<file path="config.mk">
export PLATFORM = sky130hd
export DESIGN_NAME = mlaccel_memarb
export DESIGN_NICKNAME = d
export VERILOG_FILES = /design/src/rtl/mlaccel_pkg.sv /design/src/rtl/mlaccel_memarb_tagpipe.sv /design/src/rtl/mlaccel_memarb.sv
export SDC_FILE = /design/constraint.sdc
export NUM_CORES = 1
export LEC_CHECK = 0
export CAP_MARGIN = 20
export CORE_AREA = 2 2 181 183
export DETAILED_ROUTE_END_ITERATION = 12
export DIE_AREA = 0 0 183 185
export SLEW_MARGIN = 20
export SYNTH_ARGS = -nofsm -noshare
export SYNTH_HDL_FRONTEND = slang
export SYNTH_HIERARCHICAL = 1
export SYNTH_SLANG_ARGS = --single-unit
export TNS_END_PERCENT = 30
</file>
<file path="constraint.sdc">
create_clock -name clock -period 7 [get_ports clock]
set_input_delay 2.1 -clock clock [delete_from_list [all_inputs] [get_ports clock]]
set_output_delay 2.1 -clock clock [all_outputs]
set_load 0.01 [all_outputs]
</file>
<file path="src/rtl/mlaccel_pkg.sv">
// Shared widths, port ids and helpers for the mlaccel memory path.
// Top, arbiter and memory all size their buses from these constants.
package mlaccel_pkg;

    localparam int MEM_ADDR_W = 16;
    localparam int MEM_DATA_W = 64;
    localparam int MEM_WEN_W  = MEM_DATA_W / 8;

    typedef enum logic {
        PORT_HOST = 1'b0,
        PORT_COMP = 1'b1
    } port_e;

    typedef struct packed {
        logic  valid;
        port_e id;
    } tag_t;

    typedef enum logic [1:0] {
        PEND_IDLE,
        PEND_WAIT,
        PEND_DONE
    } pend_e;

    // A port stays pending after done until its requester lets go,
    // so a request still held past done is never re-issued.
    function automatic pend_e pend_next(
        input pend_e s,
        input logic  grant,
        input logic  done,
        input logic  req
    );
        pend_e n;
        n = s;
        unique case (s)
            PEND_IDLE: if (grant) n = PEND_WAIT;
            PEND_WAIT: if (done)  n = PEND_DONE;
            PEND_DONE: if (!req)  n = PEND_IDLE;
            default:              n = PEND_IDLE;
        endcase
        return n;
    endfunction

endpackage

</file>
<file path="src/rtl/mlaccel_memarb_tagpipe.sv">
// Fixed-latency tag pipeline: follows each grant through the memory
// and emits a one-cycle done pulse to the owning port.
module mlaccel_memarb_tagpipe
    import mlaccel_pkg::*;
#(
    parameter int MEM_LAT = 1
) (
    input  logic  clock,
    input  logic  reset,
    input  logic  grant_valid,
    input  port_e grant_id,
    output logic  h_done,
    output logic  c_done
);

    tag_t pipe [MEM_LAT];
    tag_t last;

    always_ff @(posedge clock) begin
        if (reset) begin
            for (int i = 0; i < MEM_LAT; i++) begin
                pipe[i] <= '{valid: 1'b0, id: PORT_HOST};
            end
        end else begin
            pipe[0] <= '{valid: grant_valid, id: grant_id};
            for (int i = 1; i < MEM_LAT; i++) begin
                pipe[i] <= pipe[i-1];
            end
        end
    end

    assign last   = pipe[MEM_LAT-1];
    assign h_done = ~reset & last.valid & (last.id == PORT_HOST);
    assign c_done = ~reset & last.valid & (last.id == PORT_COMP);

endmodule

</file>
<file path="src/rtl/mlaccel_memarb.sv">
// Two-port (host / compute) arbiter in front of mlaccel_memory:
// one grant per cycle, fixed-latency completion back to the owner.
module mlaccel_memarb
    import mlaccel_pkg::*;
#(
    parameter int ADDR_W  = MEM_ADDR_W,
    parameter int DATA_W  = MEM_DATA_W,
    parameter int MEM_LAT = 1
) (
    input  logic                clock,
    input  logic                reset,
    input  logic                h_read,
    input  logic [DATA_W/8-1:0] h_wen,
    input  logic [ADDR_W-1:0]   h_addr,
    input  logic [DATA_W-1:0]   h_wdata,
    output logic                h_done,
    output logic [DATA_W-1:0]   h_rdata,
    input  logic                c_read,
    input  logic [DATA_W/8-1:0] c_wen,
    input  logic [ADDR_W-1:0]   c_addr,
    input  logic [DATA_W-1:0]   c_wdata,
    output logic                c_done,
    output logic [DATA_W-1:0]   c_rdata,
    output logic [ADDR_W-1:0]   mem_addr,
    output logic [DATA_W/8-1:0] mem_wen,
    output logic [DATA_W-1:0]   mem_wdata,
    input  logic [DATA_W-1:0]   mem_rdata,
    output logic                busy
);

    pend_e h_state, h_next;
    pend_e c_state, c_next;
    port_e last_grant;

    logic  h_req, c_req;
    logic  h_elig, c_elig;
    logic  h_grant, c_grant;
    logic  grant;
    port_e grant_id;

    assign h_req  = h_read | (|h_wen);
    assign c_req  = c_read | (|c_wen);
    assign h_elig = ~reset & h_req & (h_state == PEND_IDLE);
    assign c_elig = ~reset & c_req & (c_state == PEND_IDLE);

    assign h_grant  = h_elig & (~c_elig | (last_grant == PORT_COMP));
    assign c_grant  = c_elig & ~h_grant;
    assign grant    = h_grant | c_grant;
    assign grant_id = h_grant ? PORT_HOST : PORT_COMP;

    always_comb begin
        mem_addr  = '0;
        mem_wen   = '0;
        mem_wdata = '0;
        unique case (1'b1)
            h_grant: begin
                mem_addr  = h_addr;
                mem_wen   = h_wen;
                mem_wdata = h_wdata;
            end
            c_grant: begin
                mem_addr  = c_addr;
                mem_wen   = c_wen;
                mem_wdata = c_wdata;
            end
            default: ;
        endcase
    end

    always_comb begin
        h_next = pend_next(h_state, h_grant, h_done, h_req);
        c_next = pend_next(c_state, c_grant, c_done, c_req);
    end

    // Priority only moves on contended cycles, so ties alternate
    // regardless of how many uncontested grants happen in between.
    always_ff @(posedge clock) begin
        if (reset) begin
            h_state    <= PEND_IDLE;
            c_state    <= PEND_IDLE;
            last_grant <= PORT_COMP;
        end else begin
            h_state <= h_next;
            c_state <= c_next;
            if (h_elig && c_elig) begin
                last_grant <= grant_id;
            end
        end
    end

    mlaccel_memarb_tagpipe #(
        .MEM_LAT (MEM_LAT)
    ) u_tagpipe (
        .clock       (clock),
        .reset       (reset),
        .grant_valid (grant),
        .grant_id    (grant_id),
        .h_done      (h_done),
        .c_done      (c_done)
    );

    assign h_rdata = mem_rdata;
    assign c_rdata = mem_rdata;

    assign busy = ~reset & ((h_state != PEND_IDLE) |
                            (c_state != PEND_IDLE) |
                            h_elig | c_elig);

endmodule
</file>
# Yosys cells after proc, flatten, opt, wreduce, memory -nomap -nowiden
# Memory sizes are Yosys's and may differ from the RTL's.
# Cells that the tools add are included.
[totals]
regBits = 5
ram_bits = 2
inputBits = 244
out_inout_bits = 219
wordCells = 62
memories = 1
[memory_table]
columns = ["memory", "depth", "width", "rd", "rd_ports_with_merged_regs", "write_ports", "line_no", "source"]
rows = [
  ["u_tagpipe.pipe", 1, 2, 1, 0, 1, "mlaccel_memarb_tagpipe.sv:16", "tag_t pipe [MEM_LAT];"],
]
[op_classes]
n_eq_ne = 10
n_mux = 17
bitwise_logic = 21
n_reduce_logical = 10
[ops]
columns = ["operator", "n"]
rows = [
  ["$pmux W64 S2", 1],
  ["$pmux W16 S2", 1],
  ["$pmux W8 S2", 1],
  ["$reduce_or A8 Y1", 2],
  ["$mux W2", 7],
  ["$ne A2 B2 Y1 const B", 6],
  ["$pmux W2 S3", 2],
  ["$and A1 B1 Y1", 10],
  ["$or A1 B1 Y1", 7],
  ["$reduce_and A3 Y1", 2],
  ["$mux W1", 5],
  ["$eq A2 B1 Y1 const B", 2],
  ["$eq A2 B2 Y1 const B", 2],
  ["$logic_not A2 Y1", 2],
  ["$not A1 Y1", 4],
  ["$reduce_bool A2 Y1", 2],
  ["$reduce_or A2 Y1", 1],
  ["$logic_and A1 B1 Y1", 1],
]

# Longest topological paths before layout
[depth]
ltp_word = 11
depth_mapped = 8

# Modules after synthesis
# Netlist, hierarchy kept.
[modules_own_cells]
columns = ["module", "n_inst", "cells_per_inst", "area_each_um2", "seq_area_each_um2"]
rows = [
  ["mlaccel_memarb", 1, 279, 2202.1, 100.1],
  ["mlaccel_memarb_tagpipe", 1, 6, 75.1, 40.0],
]

# Least setup slack after synthesis
# No wires, ideal clock.
[synth_timing]
path_type = "input -> output"
start = "input port reset"
end = "output port mem_wdata[54]"
t_arrival_ns = 3.495
setup_slack_ns = 1.405
cell_stages = 7
cell_sequence = "buf_6 or3_1 a311oi_2 nor3_2 buf_4 buf_4 a22o_1"
[synth_between]
elab_chain_len = 9
word_cells_on_any_way = 11
[synth_rtl]
columns = ["item", "line_no", "source"]
rows = [
  ["start, declared", "mlaccel_memarb.sv:11", "input logic reset,"],
  ["$not A1 Y1 *", "mlaccel_memarb.sv:43, mlaccel_memarb.sv:44", ""],
  ["$and A1 B1 Y1 (2 in series)", "mlaccel_memarb.sv:44", "assign c_elig = ~reset & c_req & (c_state == PEND_IDLE);"],
  ["$not A1 Y1", "mlaccel_memarb.sv:46", "assign h_grant = h_elig & (~c_elig | (last_grant == PORT_COMP));"],
  ["$or A1 B1 Y1", "mlaccel_memarb.sv:46", ""],
  ["$and A1 B1 Y1", "mlaccel_memarb.sv:46", ""],
  ["$not A1 Y1", "mlaccel_memarb.sv:47", "assign c_grant = c_elig & ~h_grant;"],
  ["$and A1 B1 Y1", "mlaccel_memarb.sv:47", ""],
  ["$pmux W64 S2 *", "mlaccel_memarb.sv:55", "unique case (1'b1)"],
  ["end, declared", "mlaccel_memarb.sv:26", "output logic [DATA_W-1:0] mem_wdata,"],
]
# Mark *: on every way between the ends. The rest lies on a longest branch, timed or not.

# Worst setup path after layout
[layout_timing]
start = "input port h_wen[7]"
end = "output port mem_wdata[23]"
[layout_between]
elab_chain_len = 8
[layout_rtl]
columns = ["item", "line_no", "source"]
rows = [
  ["start, declared", "mlaccel_memarb.sv:13", "input logic [DATA_W/8-1:0] h_wen,"],
  ["$reduce_or A8 Y1 *", "mlaccel_memarb.sv:41", "assign h_req = h_read | (|h_wen);"],
  ["$or A1 B1 Y1 *", "mlaccel_memarb.sv:41", ""],
  ["$and A1 B1 Y1 * (2 in series)", "mlaccel_memarb.sv:43", "assign h_elig = ~reset & h_req & (h_state == PEND_IDLE);"],
  ["$and A1 B1 Y1 *", "mlaccel_memarb.sv:46", ""],
  ["$not A1 Y1", "mlaccel_memarb.sv:47", ""],
  ["$and A1 B1 Y1", "mlaccel_memarb.sv:47", ""],
  ["$pmux W64 S2 *", "mlaccel_memarb.sv:55", ""],
]
# Marked as above.

==> results <==
- The flow ran to the end, and the final reports show no timing, DRC or antenna violations.
- STA classifies the critical path startpoint as an input pin.
- At the end of routability-driven placement, the weighted congestion stood at 0.690.
- The post-synthesis compound-gate area fraction is 0.370.
- The number of cell instances on the worst register-to-register path is 6.
- The number of I/O pins is about 460.
- The yosys synthesis warning count is 6.
- Counting every instance in the synthesized netlist gives between 200 and 300.
- The endpoint arrival time on the critical path is around 4.7 ns.
- The number of pins exceeding their max-slew limit in the final report is 0.
- The total standard cell area after synthesis is between 0.002 and 0.0025 mm^2.
- The floorplan has 66 rows.
- Setup repair after global routing left no endpoint under its margin.
- From synthesis to final layout, the design area changed by 105%.
- In the routed layout, each cell is associated on average with a via count of roughly 3.2.
- The per-instance average area after synthesis is 7.99 um^2.
- For this run, the share of the core covered by cells in the final layout is 0.146.
- Across all register-to-register paths, the minimum setup slack is 5.36 ns.
- In this run the horizontal extent of the chip is roughly 180 um.
- The residual overflow from global routing is 0.
- The number of nets with antenna violations after routing is 0.
- TritonCTS built the clock tree.
- The floorplan step defined a core boundary enclosing about 0.032 mm^2.
- The worst-case IR drop observed on VDD is roughly 57 uV.
- The initial antenna violation count is 1.
- The maximum level of the CTS H-tree is 1.
- The endpoint identified for the worst register-to-register timing path is u_tagpipe/pipe[0][0].
- The average wire per cell in the routed design is about 18 um.
- The count of hold buffers inserted by post-cts repair is 0.
- The simple-gate area share of the yosys netlist is 0.0802.
- For this block, the routed nets add up to between 10,000 and 15,000 um of wire.
- After synthesis, the largest family of logic cells by area is buffers and inverters.
- Clock tree synthesis selected as its root buffer the cell clkbuf_16.
- The die outline area is ~0.034 mm^2.
- The clock-pin slew on the worst setup and hold paths is 0.03 ns.
- The detailed-placement wirelength estimate is 12,800 um.
- The number of CTS-inserted buffers is 3.
- Of the total synthesized cell area, the portion taken by XOR and XNOR cells is 0.
- The library cells used most frequently in the layout, excluding fill and tap cells, are clkdlybuf4s50_1, a22o_1, nor2_1, buf_4.
- In the routed design, unresolved DRC markers number 0.
- The length of the first detailed-routing pass in iterations is 4.
- In the final design database the tool counted roughly 670 nets.
- In the final layout, the share of cells above drive strength 1 is 0.0637.
- The sink of the worst hold path is last_grant.
- The longest clock path from root to sink contains 2 buffers.
- Entering global routing, the biggest net connects between 50 and 60 pins.
- The effective utilization at floorplan is 0.0711.
- Measured against the total synthesized area, the mux share comes to 0.00440.
- The worst endpoint required time is ~5 ns.
- The number of distinct standard cells referenced by the synthesized netlist is 31.
- The worst max-slew margin expressed relative to the limit is 0.635.
- The startpoint of the worst hold path is last_grant.
- The actual transition at the worst max-transition pin is roughly 0.54 ns.
- The library cell used most frequently in the layout, excluding fill and tap cells, is clkdlybuf4s50_1.
- The total number of clock tree sinks is 7.
- In the global route stage, overall resource usage came out at 0.0786.
- The largest clock skew in the final design is ~0.0019 ns.
- The setup total negative slack is 0 ns.
- STA classifies the critical path endpoint as an output pin.
- The number of gates given a new drive strength after cts is 0.
- The max-capacitance violation count is 0.
- The hold violation total from the final report came to 0.
- The via count of the routed design is 2,698.
- Along the worst hold path, the cell count comes to 1.
- The wire length of the first global-routing pass is roughly 19,000 um.
- The clock insertion delay at the later pin of the skew report is 0.23 ns.
- The fraction of the mapped netlist area in adder cells is 0.
- In this run the post-CTS setup repair buffer count came out at 0.
- The total setup violations reported at the end of the flow is 0.
- The smallest clock period supported by the final layout is computed as a little under 7 ns.
- The startpoint of the most critical register-to-register path is h_state[1].
- The number of global-route vias before repair is 2,722.
- For this run, the register share of the synthesized area comes to 0.0615.
- Power spread over the standard cell area amounts to approximately 210 mW/mm^2.
- Synthesis inferred 7 register bits.
- The count of port buffers added during placement is 270.
- For this design the static power due to leakage is approximately 1.6 nW.
- The category of the most critical setup path is in -> out.
- The die outline height is about 190 um.
- The peak fanout along the critical path is 51.
- The number of nets in the synthesized netlist is 529.
- The violation count after the first detailed-route iteration is 92.
- The worst hold path belongs to the class reg -> reg.
- Dividing the final minimum period by the clock period gives 0.976.
- Static timing analysis puts the maximum clock frequency at 0.146 GHz.
==> worst max-delay path: stages <==
cell and delay [ns]:
clkdlybuf4s50_1 0.48, nor4_1 0.51, a31oi_1 0.27, nor2b_4 0.23, buf_12 0.24, a22o_1 0.26
clkdlybuf4s50_1 0.58
==> per-stage QoR <==
stage / worst slack, ns / total power [mW] / hold WS, ns / std cells / cell area (um^2)
floorplan: 1.41 / 0.461 / 0.454 / 285 / 2280
global placement: 0.0983 / 0.891 / 0.483 / 828 / 4590
detailed placement: 0.0957 / 0.888 / 0.481 / 828 / 4590
CTS: 0.0762 / 0.996 / 0.494 / 832 / 4670
global route: 0.0116 / 1.04 / 0.543 / 832 / 4670
finish: 0.166 / 0.976 / 0.493 / 833 / 4670
==> worst max path at each step <==
stage,start,to
2_1_floorplan,reset,mem_wdata[54]
3_3_place_gp,h_wen[7],mem_wdata[15]
3_5_place_dp,c_wen[5],mem_wdata[15]
4_1_cts,c_wen[5],mem_wdata[15]
5_1_grt,h_wen[7],mem_wdata[23]
6_report,h_wen[7],mem_wdata[23]
==> per-layer routing <==
layer,share of wire,wire length [um],global-route usage,vias up
met5,0,0,0,-
met4,0.032,465,0.0269,0
met3,0.14,2060,0.0413,55
met2,0.45,6670,0.129,218
met1,0.38,5520,0.0872,1222
li1,-,-,-,1203
==> synth_stat cells <==
cell type / instances / share of area
buf_4: 130 / 0.43
a22o_1: 88 / 0.34
buf_2: 10 / 0.022
nor2_1: 8 / 0.013
dfxtp_1: 7 / 0.062
buf_6: 5 / 0.025
a31oi_1: 4 / 0.011
clkbuf_1: 3 / 0.0049
nand3_1: 3 / 0.0066
and2b_2: 2 / 0.0077
inv_1: 2 / 0.0033
nand3b_1: 2 / 0.0066
nor3_1: 2 / 0.0044
o21ai_0: 2 / 0.0044
a21oi_1: 1 / 0.0022
a311oi_2: 1 / 0.0066
a31o_2: 1 / 0.0038
and3b_2: 1 / 0.0044
mux2i_1: 1 / 0.0044
nand2_1: 1 / 0.0016
nand2b_1: 1 / 0.0027
nor2b_1: 1 / 0.0027
nor3_2: 1 / 0.0044
nor3b_1: 1 / 0.0033
nor4_1: 1 / 0.0027
nor4_2: 1 / 0.0055
o41ai_1: 1 / 0.0038
or2_1: 1 / 0.0027
or3_1: 1 / 0.0027
or4b_1: 1 / 0.0044
or4b_2: 1 / 0.0044
==> where the power goes <==
part / switching (mW) / internal [mW]
logic: 0.343 / 0.476
registers: 0.00969 / 0.0504
clock network: 0.0217 / 0.0758
==> flip-flops by register name (all words and copies together) (netlist names) <==
signal / flops
c_state: 2
h_state: 2
u_tagpipe/pipe: 2
last_grant: 1
==> final cells by class <==
cell class	count	area, um^2
Tap cell	408	510
Antenna cell	1	2.50
Fill cell	3616	27400
Clock buffer	4	78.8
Inverter	2	7.51
Sequential cell	7	140
Multi-Input combinational cell	128	1050
Timing Repair Buffer	283	2880
==> cell families after synthesis <==
kind of cell	Yosys count
and+or+nand+nor	29
AOI/OAI and AO/OA	98
buffers and inverters	150
DFF	7
muxes	1
Note: power is estimated with default switching activity, not from simulation.
